File: src/rtl/pc_gen_ras.sv
`default_nettype none
// ============================================================================
// Module   : pc_gen_ras
// Brief    : Fetch PC generator with prioritised redirects (trap > branch >
//            return), a pending-redirect hold while stalled, a circular
//            return-address stack and a valid/ready fetch request.
// Revision : 1.0 - initial release
// ============================================================================
module pc_gen_ras #(
  parameter int unsigned       XLEN       = 32,
  parameter logic [XLEN-1:0]   RESET_ADDR = 32'h0000_1000,
  parameter logic [XLEN-1:0]   ADDR_MIN   = 32'h0000_1000,
  parameter logic [XLEN-1:0]   ADDR_MAX   = 32'h0000_2000,
  parameter logic [XLEN-1:0]   TRAP_VEC   = 32'h0000_1F00,
  parameter int unsigned       RAS_DEPTH  = 4
) (
  input  logic                         clk,
  input  logic                         rst_n,
  input  logic                         stall,
  input  logic                         trap_req,
  input  logic                         branch_taken,
  input  logic [XLEN-3:0]              branch_target,
  input  logic                         ras_push,
  input  logic [XLEN-3:0]              ret_addr,
  input  logic                         ras_pop,
  output logic                         pc_valid,
  input  logic                         pc_ready,
  output logic [XLEN-1:0]              pc_out,
  output logic                         range_fault,
  output logic                         ras_underflow,
  output logic [$clog2(RAS_DEPTH):0]   ras_count
);

  localparam int unsigned PTR_W = $clog2(RAS_DEPTH);
  localparam int unsigned CNT_W = PTR_W + 1;
  localparam logic [CNT_W-1:0] CNT_FULL = CNT_W'(RAS_DEPTH);

  // Fetch FSM encoding
  localparam logic [1:0] ST_BOOT = 2'd0;
  localparam logic [1:0] ST_RUN  = 2'd1;
  localparam logic [1:0] ST_HOLD = 2'd2;

  // Redirect priorities; a larger value wins
  localparam logic [1:0] PRIO_RET  = 2'd0;
  localparam logic [1:0] PRIO_BR   = 2'd1;
  localparam logic [1:0] PRIO_TRAP = 2'd2;

  // Registered state
  logic [1:0]       state_q,     state_d;
  logic [XLEN-1:0]  pc_q,        pc_d;
  logic [XLEN-1:0]  pend_tgt_q,  pend_tgt_d;
  logic [1:0]       pend_prio_q, pend_prio_d;
  logic [PTR_W-1:0] top_q,       top_d;
  logic [CNT_W-1:0] cnt_q,       cnt_d;
  logic             fault_q,     fault_d;
  logic             uflow_q,     uflow_d;
  logic [XLEN-3:0]  ras_mem_q [RAS_DEPTH];

  // Combinational helpers
  logic             w_active;
  logic             w_ras_empty;
  logic [XLEN-1:0]  w_ras_top;
  logic             w_pop_ok;
  logic             w_new_vld;
  logic [1:0]       w_new_prio;
  logic [XLEN-1:0]  w_new_tgt;
  logic [XLEN-1:0]  w_mrg_tgt;
  logic             w_cand_vld;
  logic [XLEN-1:0]  w_cand;
  logic             w_in_range;
  logic             w_ras_we;
  logic [PTR_W-1:0] w_ras_waddr;

  // Outputs come straight from registers: no path from pc_ready to pc_out
  assign pc_valid      = (state_q == ST_RUN);
  assign pc_out        = pc_q;
  assign range_fault   = fault_q;
  assign ras_underflow = uflow_q;
  assign ras_count     = cnt_q;

  // Select this cycle's highest-priority redirect request
  always_comb begin
    w_active    = (state_q != ST_BOOT);
    w_ras_empty = (cnt_q == '0);
    w_ras_top   = {ras_mem_q[top_q], 2'b00};
    // A pop is honoured (as a stack operation) whenever no trap is present;
    // it only redirects when nothing of higher priority is also requesting.
    w_pop_ok    = w_active && ras_pop && !trap_req && !w_ras_empty;
    w_new_vld   = w_active && (trap_req || branch_taken || w_pop_ok);
    w_new_prio  = PRIO_RET;
    w_new_tgt   = w_ras_top;
    if (trap_req) begin
      w_new_prio = PRIO_TRAP;
      w_new_tgt  = TRAP_VEC;
    end else if (branch_taken) begin
      w_new_prio = PRIO_BR;
      w_new_tgt  = {branch_target, 2'b00};
    end
  end

  // Fetch FSM, pending-redirect bookkeeping and next-PC candidate
  always_comb begin
    state_d     = state_q;
    pend_tgt_d  = pend_tgt_q;
    pend_prio_d = pend_prio_q;
    w_cand_vld  = 1'b0;
    w_cand      = pc_q;
    w_mrg_tgt   = pend_tgt_q;
    case (state_q)
      ST_BOOT: begin
        state_d = ST_RUN;
      end
      ST_RUN: begin
        if (stall) begin
          if (w_new_vld) begin
            state_d     = ST_HOLD;
            pend_tgt_d  = w_new_tgt;
            pend_prio_d = w_new_prio;
          end
        end else if (w_new_vld) begin
          // Redirects do not wait for the memory to accept the current PC
          w_cand_vld = 1'b1;
          w_cand     = w_new_tgt;
        end else if (pc_ready) begin
          w_cand_vld = 1'b1;
          w_cand     = pc_q + XLEN'(4);
        end
      end
      ST_HOLD: begin
        // A newer request replaces the pending one only at equal or higher priority
        if (w_new_vld && (w_new_prio >= pend_prio_q)) begin
          w_mrg_tgt   = w_new_tgt;
          pend_prio_d = w_new_prio;
        end
        if (stall) begin
          pend_tgt_d = w_mrg_tgt;
        end else begin
          state_d    = ST_RUN;
          w_cand_vld = 1'b1;
          w_cand     = w_mrg_tgt;
        end
      end
      default: begin
        state_d = ST_BOOT;
      end
    endcase

    w_in_range = (w_cand >= ADDR_MIN) && (w_cand < ADDR_MAX);
    fault_d    = w_cand_vld && !w_in_range;
    pc_d       = pc_q;
    if (w_cand_vld) begin
      pc_d = w_in_range ? w_cand : TRAP_VEC;
    end
  end

  // Return-address-stack pointer/count update and underflow detection
  always_comb begin
    top_d       = top_q;
    cnt_d       = cnt_q;
    uflow_d     = 1'b0;
    w_ras_we    = 1'b0;
    w_ras_waddr = top_q + PTR_W'(1);
    if (w_active && !trap_req) begin
      if (ras_pop && w_ras_empty) begin
        uflow_d = 1'b1;
      end
      if (ras_push && w_pop_ok) begin
        // Call and return together: the returned-to entry is replaced in place
        w_ras_we    = 1'b1;
        w_ras_waddr = top_q;
      end else if (ras_push) begin
        // Circular write; when full this lands on the oldest entry
        w_ras_we = 1'b1;
        top_d    = top_q + PTR_W'(1);
        if (cnt_q != CNT_FULL) begin
          cnt_d = cnt_q + CNT_W'(1);
        end
      end else if (w_pop_ok) begin
        top_d = top_q - PTR_W'(1);
        cnt_d = cnt_q - CNT_W'(1);
      end
    end
    // Traps and rejected PCs invalidate all return predictions
    if ((w_active && trap_req) || fault_d) begin
      cnt_d = '0;
    end
  end

  // Control and PC state with asynchronous active-low reset
  always_ff @(posedge clk or negedge rst_n) begin
    if (!rst_n) begin
      state_q     <= ST_BOOT;
      pc_q        <= RESET_ADDR;
      pend_tgt_q  <= '0;
      pend_prio_q <= PRIO_RET;
      top_q       <= '1;
      cnt_q       <= '0;
      fault_q     <= 1'b0;
      uflow_q     <= 1'b0;
    end else begin
      state_q     <= state_d;
      pc_q        <= pc_d;
      pend_tgt_q  <= pend_tgt_d;
      pend_prio_q <= pend_prio_d;
      top_q       <= top_d;
      cnt_q       <= cnt_d;
      fault_q     <= fault_d;
      uflow_q     <= uflow_d;
    end
  end

  // Stack storage; contents are qualified by cnt_q so no reset is needed
  always_ff @(posedge clk) begin
    if (w_ras_we) begin
      ras_mem_q[w_ras_waddr] <= ret_addr;
    end
  end

endmodule
`default_nettype wire

File: config.mk
export PLATFORM = sky130hd
export DESIGN_NAME = pc_gen_ras
export DESIGN_NICKNAME = d
export VERILOG_FILES = /design/src/rtl/pc_gen_ras.sv
export SDC_FILE = /design/constraint.sdc
export NUM_CORES = 1
export LEC_CHECK = 0
export CELL_PAD_IN_SITES_DETAIL_PLACEMENT = 1
export CELL_PAD_IN_SITES_GLOBAL_PLACEMENT = 2
export CORE_UTILIZATION = 38
export DETAILED_ROUTE_END_ITERATION = 10
export GPL_ROUTABILITY_DRIVEN = 0
export GPL_TIMING_DRIVEN = 1
export MAX_ROUTING_LAYER = met4
export PLACE_DENSITY = 0.84
export SLEW_MARGIN = 20
export SYNTH_ARGS = -nofsm -noshare
export SYNTH_HDL_FRONTEND = slang
export SYNTH_SLANG_ARGS = --single-unit
File: constraint.sdc
create_clock -name clk -period 6.41 [get_ports clk]
set_input_delay 1.923 -clock clk [delete_from_list [all_inputs] [get_ports clk]]
set_output_delay 1.923 -clock clk [all_outputs]
set_load 0.01 [all_outputs]
==> metrics.md <==
| Metric | Value |
|---|---|
| Detailed placement HPWL | `between 20 and 25 mm` |
| Post-route antenna net violation count | `0` |
| Die Span X | `between 150 and 200 um` |
| H-tree Lvls | `4` |
| Gr ovfl total | `0` |
| Final Max Slew Viols | `0` |
| CTS tree | `yes` |
| Critical path, cell by cell | `clkdlybuf4s50_1 -> nor2b_1 -> inv_1 -> ha_1 -> nand2b_1 -> a21o_1 -> buf_4 -> a21oi_1 -> a211o_1 -> o41a_1 -> a2111oi_4 -> nand4_2 -> nor2_4 -> o221a_2` |
| Syn Std Cell Area | `between 10000 and 15000 sq um` |
| CP max stage cell | `clkdlybuf4s50_1` |
| Leakage | `between 4 and 5 nW` |
| Syn avg cell area | `11.3 sq um` |
| Final worst-path cycle share | `84.2%` |
| IO Count | `106` |
| Yosys cell types | `86` |
| CP max stage delay | `620 ps` |
| Clock Pin Slew Worst Setup and Hold Paths | `80 ps` |
| Share of cells above drive strength 1 | `14.0%` |
| Num Clock Sinks | `195` |
| Initial antenna violation count | `1` |
| Die area | `27000 sq um` |
| Top_reg_cell synth | `edfxtp_1` |
| Synth Warn # | `0` |
| DRT Wirelength | `30.2 mm` |
| Fin. Hold Viols | `0` |
| DR vias | `7653` |
| CP endpoint kind | `flip-flop` |
| Worst slew margin | `33.4%` |
| Hold Path Class | `flip-flop to flip-flop` |
| Postcts setup bufs | `0` |
| Clock Latency Late Sink | `440 ps` |
| Fin crit period | `5400 ps` |
| Pwr dens | `426 nW/um^2` |
| Number of synthesized flops with an enable pin | `120` |
| All-Layer GR Usage | `24.0%` |
| Post-CTS sizing | `0` |
| DRT iter0 DRCs | `687` |
| CP Buf/Inv Count | `3` |
| Largest net degree at the start of global routing | `76` |
| Final setup fails | `0` |
| Largest delay share family, worst path | `compound AO/OA/AOI/OAI gates` |
| NumNets Final | `1058` |
| Setup TNS Final | `0 ps` |
| First-pass GRT wire length | `47.3 mm` |
| Syn-to-layout area delta | `20.7%` |
| Max clock buf depth | `2` |
| Post-CTS Hold Fix Bufs | `0` |
| Critical Path Start Type | `primary input` |
| Ys async rst share | `38.5%` |
| Critical Path RT | `6780 ps` |
| Most frequent cells in the layout | `120 x edfxtp_1, 104 x nand2_1, 104 x clkdlybuf4s50_1, 72 x dfrtp_1, 58 x o21ai_0` |
| Syn Inst Count | `888` |
| Status | `complete, no violations` |
| Vias in the first global route | `7954` |
| Final Skew | `18.0 ps` |
| Commonest non-fill, non-tap cell in the layout | `edfxtp_1` |
| WL/cell | `22.7 um` |
| Root buf cell | `clkbuf_16` |
| Maxcap violations | `0` |
| DRC | `0` |
| Final core utilization | `46.6%` |
| Initial Util | `38.6%` |
| Vias per cell | `5.75` |
| Register area share after synthesis | `54.7%` |
| Setup repair after global routing missed its margin | `false` |
| Worst-margin pin slew | `999 ps` |
| Die height | `~160 um` |
| WP data arrival | `5770 ps` |
| Drt first pass iters | `5` |
| Critical-path maximum fanout | `16` |
| Fmax | `0.185 GHz` |
| CP Class | `primary input to flip-flop` |
| Cell Rows | `between 50 and 60` |
| Core area | `26000 sq um` |
| Maximum vdd drop | `0.209 mV` |
| Synthesized Nets | `a little under 1k` |
| Number of buffers created by CTS | `17` |
| Port Buf Inserts | `roughly 110` |
| Synth Register Bits | `195` |
[synth_stat cells, types with 4 or more instances]
master      n  area [sq um]
a211oi_1    5          37.5
a21oi_1    57           285
a221oi_1    4          35.0
a222oi_1    4          40.0
a22o_1      8          70.1
a22oi_1     4          30.0
a31oi_1    12          75.1
and2_1     18           113
and3_1     14          87.6
buf_1       5          18.8
buf_2      14          70.1
clkbuf_1   42           158
dfrtp_1    72          1800
edfxtp_1  120          3600
ha_1        9           113
inv_1      15          56.3
mux2_2     30           338
mux2i_1    24           240
mux4_2     17           383
nand2_1   104           390
nand2b_1    7          43.8
nand3_1    14          70.1
nand3b_1    4          30.0
nand4_1    11          68.8
nor2_1     53           199
nor3_1     22           110
nor3b_1     4          30.0
nor4_1      8          50.1
o211ai_1    8          60.1
o21a_1      5          37.5
o21ai_0    59           295
o221ai_1    6          52.6
o22ai_1     6          37.5
or4_1       4          30.0
xnor2_1     8          70.1
xor2_1      7          61.3
[stage by stage]
step / hold WS [ps] / instance area (sq um) / instances / total power [W] / setup WS [ps]
floorplan: 444 / 10000 / 888 / 0.00328 / 469
global placement: 462 / 11500 / 1296 / 0.00399 / 713
detailed placement: 474 / 11500 / 1296 / 0.00404 / 650
CTS: 494 / 12100 / 1328 / 0.00517 / 1080
global route: 505 / 12100 / 1330 / 0.00545 / 796
finish: 492 / 12100 / 1330 / 0.00515 / 1010
[sequential cells by signal, summed over array words and instances, names as in the netlist]
| name | cells |
|---|---|
| ras_mem_q | 120 |
| pc_out | 32 |
| pend_tgt_q | 32 |
| ras_count | 3 |
| pend_prio_q | 2 |
| state_q | 2 |
| top_q | 2 |
| range_fault | 1 |
| ras_underflow | 1 |
[cell families (layout without fill, tap and decap cells)]
| logic type | count (synthesis) | count (layout) | synth area share [%] |
|---|---|---|---|
| XOR/XNOR | 15 | 15 | 1.31 |
| other | 0 | 2 | 0 |
| adder cells (fa/ha/maj) | 10 | 10 | 1.32 |
| AND/OR/NAND/NOR | 281 | 281 | 13.7 |
| flip-flops | 195 | 195 | 54.7 |
| AO/OA/AOI/OAI | 236 | 236 | 16.0 |
| multiplexers | 71 | 71 | 9.59 |
| buffers and inverters | 80 | 185 | 3.32 |
[report_power, final]
group          switching (W)  internal [W]
combinational        0.00135      0.000921
sequential          0.000215       0.00155
clock               0.000572      0.000541
[layout make-up]
type / instances / area [sq um]
clock buffer: 18 / 429
clock inverter: 14 / 193
fill: 2809 / 13900
inverter: 17 / 63.8
timing repair buffer: 136 / 1280
multi-input combinational: 613 / 4220
antenna: 2 / 5.00
tap: 335 / 419
sequential: 195 / 5480
[layer usage]
| metal | global-route usage (%) | share of wire [%] |
|---|---|---|
| met2 | 37.1 | 48 |
| met1 | 33.0 | 47 |
| met4 | 5.67 | 1.4 |
| met5 | - | 0 |
| met3 | 3.89 | 4.6 |
[worst register-to-register path: cells and delay by family (launching register included)]
family	cells	cell delay [ps]
and+or+nand+nor	3	1180
AOI/OAI and AO/OA	5	1340
DFF	1	1050
muxes	1	640
[worst paths after layout]
check / slack [ps] / start / end / depth (start not counted)
worst max-delay path: 1010 / branch_taken / ras_count[1]$_DFFE_PN0P_ / 14
worst min-delay path: 490 / pend_tgt_q[8]$_DFFE_PN0P_ / pend_tgt_q[8]$_DFFE_PN0P_ / 2
worst max register to register: 2140 / top_q[0]$_DFFE_PN1P_ / ras_count[1]$_DFFE_PN0P_ / 9
worst min register to register: 490 / pend_tgt_q[8]$_DFFE_PN0P_ / pend_tgt_q[8]$_DFFE_PN0P_ / 2
max in group asynchronous: 4120 / rst_n / pend_tgt_q[22]$_DFFE_PN0P_ / 1
min in group asynchronous: 1650 / rst_n / pc_out[5]$_DFFE_PN0P_ / 1
(Power assumes the default switching activity.)
